[config.mk]
export PLATFORM = sky130hd
export DESIGN_NAME = multicycle_ctrl_flat
export DESIGN_NICKNAME = d
export VERILOG_FILES = /design/src/rtl/rv_ctrl_pkg.sv /design/src/rtl/multicycle_ctrl_if.sv /design/src/rtl/mem_wait_timer.sv /design/src/rtl/multicycle_ctrl.sv /design/src/flat_wrapper.sv
export SDC_FILE = /design/constraint.sdc
export NUM_CORES = 1
export LEC_CHECK = 0
export ABC_AREA = 1
export CORE_MARGIN = 2
export CORE_UTILIZATION = 35
export DETAILED_ROUTE_END_ITERATION = 10
export GPL_ROUTABILITY_DRIVEN = 0
export GPL_TIMING_DRIVEN = 0
export PLACE_DENSITY_LB_ADDON = 0.1
export RECOVER_POWER = 100
export SLEW_MARGIN = 20
export SYNTH_ARGS = -nofsm -noshare
export SYNTH_HDL_FRONTEND = slang
export SYNTH_SLANG_ARGS = --single-unit
[constraint.sdc]
create_clock -name clk -period 1.7 [get_ports clk]
set_clock_uncertainty 0.1 [all_clocks]
set_input_delay 0.255 -clock clk [delete_from_list [all_inputs] [get_ports clk]]
set_output_delay 0.255 -clock clk [all_outputs]
set_load 0.01 [all_outputs]
[src/rtl/rv_ctrl_pkg.sv]
// Shared constants for the RV32-subset multi-cycle controller.
//   - Opcode values of the four supported instruction classes
//   - ALU operation select encodings
//   - Controller state encoding (3 bits; value 7 is never entered)
package rv_ctrl_pkg;

  localparam logic [6:0] OP_RTYPE  = 7'b0110011;
  localparam logic [6:0] OP_LOAD   = 7'b0000011;
  localparam logic [6:0] OP_STORE  = 7'b0100011;
  localparam logic [6:0] OP_BRANCH = 7'b1100011;

  localparam logic [1:0] ALUOP_ADD   = 2'b00;
  localparam logic [1:0] ALUOP_SUB   = 2'b01;
  localparam logic [1:0] ALUOP_FUNCT = 2'b10;

  typedef enum logic [2:0] {
    S_IDLE   = 3'd0,
    S_FETCH  = 3'd1,
    S_DECODE = 3'd2,
    S_EXEC   = 3'd3,
    S_MEM    = 3'd4,
    S_WB     = 3'd5,
    S_ERR    = 3'd6
  } state_t;

  function automatic logic is_legal_op(input logic [6:0] op);
    return op inside {OP_RTYPE, OP_LOAD, OP_STORE, OP_BRANCH};
  endfunction

endpackage

[src/rtl/multicycle_ctrl_if.sv]
// Controller <-> datapath bundle.
//   master : controller side (takes opcode/zero/mem_ready, drives controls,
//            error, state and the retired-instruction count)
//   slave  : datapath/memory side
interface multicycle_ctrl_if #(
  parameter int unsigned CNT_W = 32
);
  logic [6:0]       opcode;
  logic             zero;
  logic             mem_ready;
  logic             pc_write;
  logic             pc_src;
  logic             ir_write;
  logic             mem_read;
  logic             mem_write;
  logic             i_or_d;
  logic             alu_src;
  logic [1:0]       alu_op;
  logic             reg_write;
  logic             mem_to_reg;
  logic             error;
  logic [2:0]       state;
  logic [CNT_W-1:0] retired;

  modport master (
    input  opcode, zero, mem_ready,
    output pc_write, pc_src, ir_write, mem_read, mem_write, i_or_d,
           alu_src, alu_op, reg_write, mem_to_reg, error, state, retired
  );

  modport slave (
    output opcode, zero, mem_ready,
    input  pc_write, pc_src, ir_write, mem_read, mem_write, i_or_d,
           alu_src, alu_op, reg_write, mem_to_reg, error, state, retired
  );
endinterface

[src/rtl/mem_wait_timer.sv]
// Memory wait watchdog.
//   clk, reset : clock, synchronous active-high reset
//   clear      : restart the count (controller is entering a memory phase)
//   waiting    : controller is in a phase that waits on memory
//   ready      : memory handshake for this cycle
//   timeout    : this is the MEM_TIMEOUT-th consecutive cycle without ready
module mem_wait_timer #(
  parameter int unsigned MEM_TIMEOUT = 16
) (
  input  logic clk,
  input  logic reset,
  input  logic clear,
  input  logic waiting,
  input  logic ready,
  output logic timeout
);
  localparam int unsigned CW = $clog2(MEM_TIMEOUT + 1);
  localparam logic [CW-1:0] LIMIT = CW'(MEM_TIMEOUT);
  localparam logic [CW-1:0] LAST  = CW'(MEM_TIMEOUT - 1);

  logic [CW-1:0] wait_cnt;

  always_ff @(posedge clk) begin
    if (reset || clear) begin
      wait_cnt <= '0;
    end else if (waiting && !ready && wait_cnt != LIMIT) begin
      wait_cnt <= wait_cnt + CW'(1);
    end
  end

  // Fires on the cycle whose miss would take the count to MEM_TIMEOUT, so the
  // controller leaves after exactly MEM_TIMEOUT unanswered cycles; a ready on
  // that cycle suppresses it.
  assign timeout = waiting && !ready && (wait_cnt == LAST);

endmodule

[src/rtl/multicycle_ctrl.sv]
// Multi-cycle sequencer for an RV32 subset (R-type, load, store, branch).
//   clk, reset : clock, synchronous active-high reset
//   bus        : multicycle_ctrl_if.master - opcode/zero/mem_ready in;
//                datapath controls, error, state, retired count out
// Controls are decoded from the registered state; only mem_ready and zero
// act combinationally.
module multicycle_ctrl
  import rv_ctrl_pkg::*;
#(
  parameter int unsigned MEM_TIMEOUT = 16,
  parameter int unsigned CNT_W       = 32
) (
  input  logic                clk,
  input  logic                reset,
  multicycle_ctrl_if.master   bus
);
  state_t           state_q, state_d;
  logic [6:0]       op_q;
  logic [CNT_W-1:0] retired_q;
  logic             retire;
  logic             timeout;
  logic             waiting;
  logic             clear;

  assign waiting = (state_q == S_FETCH) || (state_q == S_MEM);
  assign clear   = (state_d != state_q) && ((state_d == S_FETCH) || (state_d == S_MEM));

  mem_wait_timer #(.MEM_TIMEOUT(MEM_TIMEOUT)) u_timer (
    .clk     (clk),
    .reset   (reset),
    .clear   (clear),
    .waiting (waiting),
    .ready   (bus.mem_ready),
    .timeout (timeout)
  );

  always_ff @(posedge clk) begin
    if (reset) begin
      state_q   <= S_IDLE;
      op_q      <= '0;
      retired_q <= '0;
    end else begin
      state_q <= state_d;
      if (state_q == S_DECODE) op_q <= bus.opcode;
      if (retire) retired_q <= retired_q + CNT_W'(1);
    end
  end

  always_comb begin
    state_d        = state_q;
    retire         = 1'b0;
    bus.pc_write   = 1'b0;
    bus.pc_src     = 1'b0;
    bus.ir_write   = 1'b0;
    bus.mem_read   = 1'b0;
    bus.mem_write  = 1'b0;
    bus.i_or_d     = 1'b0;
    bus.alu_src    = 1'b0;
    bus.alu_op     = ALUOP_ADD;
    bus.reg_write  = 1'b0;
    bus.mem_to_reg = 1'b0;

    case (state_q)
      S_IDLE: state_d = S_FETCH;

      S_FETCH: begin
        bus.mem_read = 1'b1;
        if (bus.mem_ready) begin
          bus.ir_write = 1'b1;
          bus.pc_write = 1'b1;
          state_d      = S_DECODE;
        end else if (timeout) begin
          state_d = S_ERR;
        end
      end

      S_DECODE: state_d = is_legal_op(bus.opcode) ? S_EXEC : S_ERR;

      S_EXEC: begin
        case (op_q)
          OP_RTYPE: begin
            bus.alu_op = ALUOP_FUNCT;
            state_d    = S_WB;
          end
          OP_LOAD, OP_STORE: begin
            bus.alu_src = 1'b1;
            state_d     = S_MEM;
          end
          OP_BRANCH: begin
            bus.alu_op = ALUOP_SUB;
            if (bus.zero) begin
              bus.pc_write = 1'b1;
              bus.pc_src   = 1'b1;
            end
            retire  = 1'b1;
            state_d = S_FETCH;
          end
          default: state_d = S_ERR;
        endcase
      end

      S_MEM: begin
        bus.i_or_d    = 1'b1;
        bus.mem_read  = (op_q == OP_LOAD);
        bus.mem_write = (op_q == OP_STORE);
        if (bus.mem_ready) begin
          if (op_q == OP_LOAD) begin
            state_d = S_WB;
          end else begin
            retire  = 1'b1;
            state_d = S_FETCH;
          end
        end else if (timeout) begin
          state_d = S_ERR;
        end
      end

      S_WB: begin
        bus.reg_write  = 1'b1;
        bus.mem_to_reg = (op_q == OP_LOAD);
        retire         = 1'b1;
        state_d        = S_FETCH;
      end

      S_ERR:   state_d = S_ERR;
      default: state_d = S_ERR;
    endcase
  end

  assign bus.state   = state_q;
  assign bus.error   = (state_q == S_ERR);
  assign bus.retired = retired_q;

endmodule

[src/flat_wrapper.sv]
// flat-port wrapper written by rule: the top's interface ports become plain ports
module multicycle_ctrl_flat import rv_ctrl_pkg::*;
#(
  parameter int unsigned MEM_TIMEOUT = 16,
  parameter int unsigned CNT_W       = 32
)
  (clk, reset, bus_opcode, bus_zero, bus_mem_ready, bus_pc_write, bus_pc_src, bus_ir_write, bus_mem_read, bus_mem_write, bus_i_or_d, bus_alu_src, bus_alu_op, bus_reg_write, bus_mem_to_reg, bus_error, bus_state, bus_retired);
  multicycle_ctrl_if #(.CNT_W(CNT_W)) bus_i ();
  input  logic clk;
  input  logic reset;
  input wire logic [$bits(bus_i.opcode)-1:0] bus_opcode;
  input wire logic [$bits(bus_i.zero)-1:0] bus_zero;
  input wire logic [$bits(bus_i.mem_ready)-1:0] bus_mem_ready;
  output wire logic [$bits(bus_i.pc_write)-1:0] bus_pc_write;
  output wire logic [$bits(bus_i.pc_src)-1:0] bus_pc_src;
  output wire logic [$bits(bus_i.ir_write)-1:0] bus_ir_write;
  output wire logic [$bits(bus_i.mem_read)-1:0] bus_mem_read;
  output wire logic [$bits(bus_i.mem_write)-1:0] bus_mem_write;
  output wire logic [$bits(bus_i.i_or_d)-1:0] bus_i_or_d;
  output wire logic [$bits(bus_i.alu_src)-1:0] bus_alu_src;
  output wire logic [$bits(bus_i.alu_op)-1:0] bus_alu_op;
  output wire logic [$bits(bus_i.reg_write)-1:0] bus_reg_write;
  output wire logic [$bits(bus_i.mem_to_reg)-1:0] bus_mem_to_reg;
  output wire logic [$bits(bus_i.error)-1:0] bus_error;
  output wire logic [$bits(bus_i.state)-1:0] bus_state;
  output wire logic [$bits(bus_i.retired)-1:0] bus_retired;
  assign bus_i.opcode = bus_opcode;
  assign bus_i.zero = bus_zero;
  assign bus_i.mem_ready = bus_mem_ready;
  assign bus_pc_write = bus_i.pc_write;
  assign bus_pc_src = bus_i.pc_src;
  assign bus_ir_write = bus_i.ir_write;
  assign bus_mem_read = bus_i.mem_read;
  assign bus_mem_write = bus_i.mem_write;
  assign bus_i_or_d = bus_i.i_or_d;
  assign bus_alu_src = bus_i.alu_src;
  assign bus_alu_op = bus_i.alu_op;
  assign bus_reg_write = bus_i.reg_write;
  assign bus_mem_to_reg = bus_i.mem_to_reg;
  assign bus_error = bus_i.error;
  assign bus_state = bus_i.state;
  assign bus_retired = bus_i.retired;
  multicycle_ctrl #(.MEM_TIMEOUT(MEM_TIMEOUT), .CNT_W(CNT_W)) u_core (.clk(clk), .reset(reset), .bus(bus_i));
endmodule
==> results.md, run 1 <==
* Worst skew pair latency at 0.30 ns
* Yosys Warn Count at 0
* Crit path cell chain: buf_6 -> buf_4 -> nor2_2 -> nand2_2 -> nand2_1 -> nand3_1 -> nand3_1 -> nor2_1 -> nand3_1 -> nand3_2 -> nand2_4 -> nor2_1
* End of the worst hold path: u_core.bus.retired[17]$_SDFFE_PP0P_
* Final worst path period share at 106%
* Run status: finished with violations
* Clock sink count at 47
* Total Power at 3.48 mW
* Finished Core Util at 53.6%
* Multi-input combinational cell area at 2200 um2
* Sequential area share after synthesis at 30.9%
* Kind of critical path: register to register
* Rel. slew slack at around 53%
* DP Worst Slack at -0.432 ns
* Leading post-synthesis cells by cell area: dfxtp_1 (31%), nand2_1 (16%), nor2_1 (7.4%)
* Internal power at 2.32 mW
* Mux cell area share after synthesis at less than 1%
* Slew Viols, Final at 0
* FILL cells at between 800 and 900
* Yosys reg bits at between 40 and 50
* # Max-Cap Violations at 0
* Combinational power share at 35.9%
* Crit-path max FO at 6
* Number of vias per cell at ~5
* Worst path max stage delay at 0.34 ns
* Leakage at approximately 1.7 nW
* Reg area at just under 1000 um2
* Critical Path RT at around 1.8 ns
* Worst Setup Start Kind: register
* I/O pin count at just under 60
* Post-synth EDFFs at 0
* Post-CTS Hold Fix Bufs at 0
* VDD IR max at around 0.00029 V
* Die Height at 97.3 um
* Final hold vios at 0
* Synth Area in Compound Gates at a little under an eighth
* Largest family of logic cells by synthesized area: simple AND/OR/NAND/NOR gates
* Power Density at about 750 nW/um2
* Avg WL per Cell at around 14 um
* XOR/XNOR share of the synthesized area at roughly 3.2%
* Switching part of the total at approximately a third
* Reg clk slew, reported paths at 0.09 ns
* Pre-antenna DRT Iters at 5
* P_sw at about 1.2 mW
* Post-Place Cell Area at ~3700 um2
* Post-Syn Instances at 476
* Die width at 97.3 um
* R2R setup slack at -0.10 ns
* Clock share of power at 28.2%
* Adder-Cell Fraction of Synth Area at under 10%
* Hold_sp: reset
* Syn Area/Cell at 6.40 um2
* Hold path cells at 2
* Share of the synthesized area in the top cell type at 30.9%
* Unrepaired setup endpoints after global routing: yes
* Initial DRC Count at ~110
* Cell area after synthesis at 3050 um2
* First-pass GRT wire length at approximately 16 mm
* Final Net Count at between 500 and 600
* Synthesized Nets at 491
* P&R area growth vs syn at 51.3%
* Layout cell share with drive strength beyond 1 at 33.7%
* Failing checks: negative setup slack
* Post-DP HPWL at roughly 6.6 mm
* Worst r2r src: u_core.bus.state[0]$_SDFF_PP0_
* CP Data Arrival Time at between 1.5 and 2 ns
* CTS Buffer Depth at 2
* Die area at ~9500 um2
* Reg2Reg Capture Point: u_core.u_timer.wait_cnt[0]$_SDFFE_PP0P_
* Final Cell Area at ~4600 um2
* Register share of total power at between 30% and 40%
* Total number of vias at about 3.4k
* Core area at roughly 8600 um2
* Most common cell after layout, fill and taps aside: nand2_1
* Most frequent cells in the layout: nand2_1 (110), nor2_1 (51), clkdlybuf4s50_1 (44)
* Largest net degree at the start of global routing at 16
* Post-Synth Simple-Gate Area at around 43%
* Final setup margin at -0.100 ns
* TritonCTS buffer count at 5
* CP top delay family: simple AND/OR/NAND/NOR gates
* Tightest Pin Transition at approximately 0.70 ns
* Starting Density at about 35%
* Clk root buf: clkbuf_8
* Post-DRT Antenna Nets at 0
* Final setup fails at 36
* Initial antenna violation count at 0
* R2R depth at 12
* Worst hold path type: primary input to register
* Dominant synthesized flop cell: dfxtp_1
* Vias in the first global route at roughly 3.3k
* Final TNS setup at -1.82 ns
* WP buf/inv at 2
* Most used cell, CP: nand3_1
* Min Clock Period, post-route at approximately 1.8 ns
* CTS tree: built
* CP Capture Type: register
* Slowest-stage cell, CP: dfxtp_2
* DRC viols at 0
* Synth area leader: dfxtp_1
* H-tree depth at 2
* Port Buffers at between 50 and 60
* FFs w/ async S/R, synth at 0%
* ANT cells at 0
* Number of library cell types mapped by synthesis at 35
* GR Util All Layers at 19.9%
* Num rows at 34
* Gr ovfl total at 0
* Final wirelength at 9.44 mm
* F_max at approximately 560 MHz
-- how the worst max path moves through the flow --
| stage | startpoint | end | slack, ns | depth (start not counted) |
|---|---|---|---|---|
| after floorplan | u_core.u_timer.wait_cnt[1]$_SDFFE_PP0P_ | u_core.u_timer.wait_cnt[0]$_SDFFE_PP0P_ | 0.04 | 13 |
| after global placement | bus_opcode[1] | u_core.u_timer.wait_cnt[0]$_SDFFE_PP0P_ | -0.39 | 10 |
| after detailed placement | bus_opcode[1] | u_core.u_timer.wait_cnt[0]$_SDFFE_PP0P_ | -0.43 | 10 |
| after CTS | u_core.bus.state[0]$_SDFF_PP0_ | bus_mem_write | -0.12 | 5 |
| after global routing | u_core.u_timer.wait_cnt[0]$_SDFFE_PP0P_ | u_core.u_timer.wait_cnt[0]$_SDFFE_PP0P_ | -0.17 | 12 |
| final | u_core.bus.state[0]$_SDFF_PP0_ | u_core.u_timer.wait_cnt[0]$_SDFFE_PP0P_ | -0.10 | 12 |
-- power groups by stage --
stage	Sequential [mW]	Combinational [mW]	Clock [mW]
2_1_floorplan	1.25	0.546	0
3_3_place_gp	1.25	0.810	0
3_5_place_dp	1.25	0.817	0
4_1_cts	1.24	1.12	1.01
5_1_grt	1.26	1.36	1.04
6_report	1.25	1.25	0.980
-- sequential cells by signal, indices dropped and copies added, names as in the netlist --
name                     cells
u_core.bus.retired          32
u_core.op_q                  7
u_core.bus.state             3
u_core.u_timer.wait_cnt      5
-- area by class of cell --
cell class / instances / area share (%)
multi-input cells: 363 / 47.7
plain buffers: 10 / 2.23
clock inverters: 3 / 1.47
clock buffers: 5 / 1.49
well taps: 108 / 2.93
repair buffers: 83 / 17.7
flip-flops and latches: 47 / 21.5
inverters: 56 / 4.94
-- routing by layer --
layer  global-route usage [%]  share of wire, %  vias up
met2                     35.8                51       85
met5                        0                 0        -
li1                         -                 -     1720
met3                     2.95               4.2       17
met1                     24.4                43     1560
met4                     6.09               2.0        0
-- cell families (layout without fill, tap and decap cells) --
| kind of cell | after synthesis | in the layout |
|---|---|---|
| and+or+nand+nor | 283 | 284 |
| buffers and inverters | 67 | 157 |
| AOI/OAI and AO/OA | 63 | 63 |
| DFF | 47 | 47 |
| xor gates and xnor gates | 11 | 11 |
| adders and majority gates | 4 | 4 |
| muxes | 1 | 1 |
-- timing repair --
| action | CTS | global route |
|---|---|---|
| gates cloned | 4 | 0 |
| setup endpoints to repair | 45 | 55 |
| resized for setup | 141 | 67 |
| buffers inserted | 18 | 6 |
| pin swaps | 26 | 16 |
-- cell usage after synthesis, drive strengths merged (4+ instances only) --
cell / count
nand3: 30
nor3: 27
dfxtp: 47
xnor2: 4
ha: 4
inv: 56
buf: 6
nand3b: 6
o21ai: 21
nand2: 140
clkbuf: 5
nor2: 70
xor2: 7
a21oi: 37
nand4: 5
-- metrics by stage --
step | instances | hold WS, ns
after global routing | 675 | 0.336
after detailed placement | 640 | 0.352
after floorplan | 476 | 0.322
after CTS | 670 | 0.309
after global placement | 640 | 0.342
final | 675 | 0.294
Note: power is estimated with default switching activity, not from simulation.
==> run 2: changes to the inputs <==
Settings changed: CTS_BUF_LIST from default to sky130_fd_sc_hd__clkbuf_4.
==> run 2 against run 1 <==
Against the previous run:
- first-iteration DRC count grew 26%
- via count rose by 1.2%
- global-route usage is 0.65 points lower
- sequential share of layout area up 0.42 points
- worst hold slack lost 0.074 ns
- worst setup slack worse by 0.016 ns
- clock power down 14%
- utilization grew 1.3 points
- combinational power about the same
- highest routed layer unchanged
- clock-buffer cell count is the same
- routed wire length is 2.9% higher
- non-clock buffer count grew 10
- the run still ends with negative setup slack left
==> results.md, run 2 (synthesis gave the netlist of run 1 again) <==
* Run status: finished with violations
* Failing checks: negative setup slack
* Final wirelength at 9.72 mm
* Die Height at slightly below 100 um
* Die area at between 9000 and 10000 um2
* Critical Path RT at ~1.3 ns
* Layout cell share with drive strength beyond 1 at between 30% and 40%
* CP Capture Type: output port
* CP top delay family: buffers and inverters
* Initial antenna violation count at 0
* DRC viols at 0
* Worst hold path type: primary input to register
* P&R area growth vs syn at 55.0%
* Unrepaired setup endpoints after global routing: yes
* Kind of critical path: register to output port
* Final setup fails at 35
* Total Power at around 3.3 mW
* Die width at 97.3 um
* ANT cells at 0
* Clock sink count at 47
* Clk root buf: clkbuf_4
* Num rows at 34
* Pre-antenna DRT Iters at 4
* Max reg flops at 32
* FILL cells at 864
* Port Buffers at 56
* Slew Viols, Final at 0
* H-tree depth at 2
* Post-CTS Hold Fix Bufs at 0
* Total number of vias at roughly 3.4k
* Largest net degree at the start of global routing at 16
* Final worst path period share at 107%
* Hold path cells at 2
* GR Util All Layers at between 10% and 20%
* Most common cell after layout, fill and taps aside: nand2_1
* TritonCTS buffer count at 5
* F_max at between 500 and 600 MHz
* CP Data Arrival Time at ~1.5 ns
* CTS tree: built
* Most used cell, CP: buf_6
* Worst path max stage delay at about 0.36 ns
* Final hold vios at 0
* Slowest-stage cell, CP: dfxtp_2
* Reg clk slew, reported paths at 0.14 ns
* Vias in the first global route at 3293
* Crit-path max FO at 7
* Worst Setup Start Kind: register
* First-pass GRT wire length at 15.2 mm
* I/O pin count at 58
* Core area at between 8000 and 9000 um2
* Gr ovfl total at 0
* Tightest Pin Transition at between 0.6 and 0.7 ns
* Cell depth of the worst setup path at 7
* Avg WL per Cell at roughly 14 um
* R2R depth at 7
* Min Clock Period, post-route at approximately 1.8 ns
* Worst skew pair latency at 0.37 ns
* CTS Buffer Depth at 2
* WP buf/inv at 4
* Rel. slew slack at around 57%
* Final Net Count at about 600
* Final setup margin at -0.116 ns
* Post-DRT Antenna Nets at 0
* Initial DRC Count at about 140
* # Max-Cap Violations at 0
* DP Worst Slack at -0.432 ns
* VDD IR max at ~0.00039 V
* Number of vias per cell at 4.99
* Leakage at 1.94 nW
* Crit path cell chain: buf_6 -> nand2_4 -> nor2_4 -> buf_6 -> inv_4 -> nor2_4 -> buf_6
* Power Density at about 700 nW/um2
* Most frequent cells in the layout: nand2_1 (107), nor2_1 (46), inv_1 (43)
* Starting Density at a little over a third
* Post-DP HPWL at around 6.6 mm
## run 2: cell types whose count changed in the layout (fill, tap and decap cells not counted), sizes merged
cell	before	now
clkdlybuf4s25	0	1
clkdlybuf4s50	44	32
dlymetal6s2s	0	8
buf	41	51
dlygate4sd2	0	3
clkbuf	12	13
clkdlybuf4s15	1	0
## run 2: final timing paths
| kind | startpoint | end | slack [ns] |
|---|---|---|---|
| max | u_core.bus.state[0]$_SDFF_PP0_ | bus_alu_op[1] | -0.12 |
| min reg2reg | u_core.op_q[2]$_SDFFE_PP0P_ | u_core.op_q[2]$_SDFFE_PP0P_ | 0.38 |
| min | reset | u_core.bus.retired[17]$_SDFFE_PP0P_ | 0.22 |
| max reg2reg | u_core.bus.retired[3]$_SDFFE_PP0P_ | u_core.bus.retired[17]$_SDFFE_PP0P_ | -0.11 |
## run 2: per-stage QoR
| stage | std cells | instance area [um2] | TNS [ns] | hold slack, ns | utilization [%] |
|---|---|---|---|---|---|
| after global placement | 640 | 3740 | -6.01 | 0.342 | 43.5 |
| after global routing | 685 | 4720 | -6.37 | 0.256 | 54.9 |
| final | 685 | 4720 | -1.92 | 0.221 | 54.9 |
| after detailed placement | 640 | 3740 | -6.02 | 0.352 | 43.5 |
| after floorplan | 476 | 3050 | 0 | 0.322 | - |
| after CTS | 667 | 4210 | -1.14 | 0.223 | 48.9 |
## run 2: final cells by class
| type | count | area [um2] | share of cell area [%] |
|---|---|---|---|
| inverters | 56 | 223 | 4.72 |
| flip-flops and latches | 47 | 1030 | 21.9 |
| clock inverters | 3 | 67.6 | 1.43 |
| plain buffers | 11 | 103 | 2.17 |
| well taps | 108 | 135 | 2.86 |
| repair buffers | 92 | 907 | 19.2 |
| clock buffers | 5 | 37.5 | 0.795 |
| multi-input cells | 363 | 2210 | 46.9 |
## run 2: what timing repair did
item | 4_1_cts | 5_1_grt
setup endpoints to repair | 63 | 70
buffers inserted | 17 | 15
endpoints found under the hold margin | 0 | 0
gates resized for setup | 151 | 106
gates cloned | 2 | 3
pin swaps | 19 | 25
## run 2: per-layer routing
layer | global-route usage [%] | vias up | share of wire, %
met2 | 34.2 | 84 | 51
met5 | 0 | - | 0
met1 | 23.1 | 1593 | 43
met4 | 7.05 | 0 | 2.0
met3 | 3.53 | 16 | 4.3
li1 | - | 1728 | -
## run 2: power by group
part / internal, mW / switching (mW)
combinational: 0.541 / 0.704
sequential: 1.16 / 0.0763
clock: 0.457 / 0.385
==> run 3: changes to the inputs <==
Settings changed: CORE_MARGIN 2 to 5.
==> run 3 against run 2 <==
Against the previous run:
- the run still ends with negative setup slack left
- worst setup slack lost 0.10 ns
- register-to-register slack lost 0.11 ns
- worst hold slack lost 0.0075 ns
- sequential cell count is the same
- critical path depth grew 3
- non-clock buffer count grew 3
- critical path type is now register to register
==> results.md, run 3 (synthesis gave the netlist of run 1 again) <==
* Run status: finished with violations
* Failing checks: negative setup slack
* Reg clk slew, reported paths at ~0.15 ns
* Rel. slew slack at between 50% and 60%
* Critical Path Source: u_core.bus.state[2]$_SDFF_PP0_
* F_max at 521 MHz
* CTS tree: built
* Fin cells at just under 700
* Pre-antenna DRT Iters at 4
* First-pass GRT wire length at about 15 mm
* Die Height at approximately 100 um
* TritonCTS buffer count at 5
* Num rows at 34
* GR Util All Layers at a little under a fifth
* Layout cell share with drive strength beyond 1 at 40.7%
* CTS Buffer Depth at 2
* Min Clock Period, post-route at about 1.9 ns
* Post-Place Cell Area at between 3000 and 4000 um2
* Vias in the first global route at 3187
* Final Net Count at 594
* Kind of critical path: register to register
* # Max-Cap Violations at 0
* P&R area growth vs syn at 60.4%
* Slew Viols, Final at 0
* Post-DRT Antenna Nets at 0
* Worst path max stage delay at 0.40 ns
* Leakage at between 2 and 2.5 nW
* Die width at roughly 100 um
* Clk root buf: clkbuf_4
* Largest net degree at the start of global routing at 16
* Worst Setup Start Kind: register
* Total number of vias at approximately 3.4k
* Total Power at between 3 and 4 mW
* Starting Density at 35.4%
* Max reg flops at 32
* CP top delay family: simple AND/OR/NAND/NOR gates
* Slowest-stage cell, CP: dfxtp_1
* Worst skew pair latency at approximately 0.37 ns
* Avg WL per Cell at approximately 15 um
* Power Density at about 710 nW/um2
* Number of vias per cell at between 5 and 6
* Core area at 8590 um2
* H-tree depth at 2
* Worst r2r src: u_core.bus.state[2]$_SDFF_PP0_
* Crit path cell chain: buf_8 -> nand2_2 -> nor2_4 -> buf_6 -> nand3_4 -> nand3_4 -> buf_4 -> nand3_4 -> nor3_2 -> nor3_1
* Critical Path RT at between 1.5 and 2 ns
* Final hold vios at 0
* Final worst path period share at 113%
* Final setup fails at between 40 and 50
* Gr ovfl total at 0
* Most frequent cells in the layout: nand2_1 (99), nor2_1 (46), inv_1 (43)
* DRC viols at 0
* Unrepaired setup endpoints after global routing: yes
* ANT cells at 0
* Hold_sp: reset
* Die area at about 11000 um2
* I/O pin count at 58
* Port Buffers at 56
* Inst Count DP at 640
* WP buf/inv at 3
* Crit-path max FO at 8
* CP Data Arrival Time at ~2.0 ns
* Most used cell, CP: nand3_4
* Final TNS setup at -4.87 ns
* Most common cell after layout, fill and taps aside: nand2_1
* Worst hold path type: primary input to register
* Initial antenna violation count at 0
* Finished Core Util at around 57%
* Post-DP HPWL at approximately 6.7 mm
* Final Cell Area at just under 5000 um2
* Initial DRC Count at ~150
* Final setup margin at -0.219 ns
* CP Capture Type: register
* Final wirelength at ~10 mm
* VDD IR max at 0.000303 V
* Clock sink count at 47
* Tightest Pin Transition at around 0.71 ns
==> run 3: layout make-up <==
type	count	area, um2
inverter	56	220
buffer	10	95.1
tap	108	135
timing repair buffer	96	983
sequential	47	1010
clock buffer	5	37.5
multi-input combinational	363	2330
clock inverter	3	67.6
fill	820	3710
==> run 3: power by group <==
group / switching, mW / internal (mW)
logic: 0.744 / 0.634
clock network: 0.374 / 0.457
registers: 0.0806 / 1.16
total: 1.20 / 2.25
==> run 3: final timing paths <==
kind                                                       endpoint  depth (start not counted)  slack, ns
worst min-delay path            u_core.bus.retired[17]$_SDFFE_PP0P_                          2       0.21
worst max-delay path            u_core.bus.retired[13]$_SDFFE_PP0P_                         10      -0.22
worst min register to register          u_core.op_q[3]$_SDFFE_PP0P_                          2       0.37
worst max register to register  u_core.bus.retired[13]$_SDFFE_PP0P_                         10      -0.22
==> run 3: repair_timing <==
item                                   4_1_cts  5_1_grt
setup buffers                               28       11
endpoints found under the hold margin        0        0
setup endpoints to repair                   63       78
pin swaps                                   16       47
cloned                                       3        2
hold buffers                                 0        0
resized for setup                          165      145
==> run 3: stage by stage <==
stage	setup WS (ns)	hold slack, ns
global placement	-0.386	0.342
CTS	-0.137	0.208
finish	-0.219	0.213
floorplan	0.0396	0.322
global route	-0.306	0.215
detailed placement	-0.447	0.349
==> run 3: layer usage <==
metal,track usage [%],share of wire (%),up-vias
li1,-,-,1749
met1,21.5,41,1602
met2,32.9,52,76
met3,3.89,4.5,20
met4,5.78,1.9,0
met5,0,0,-
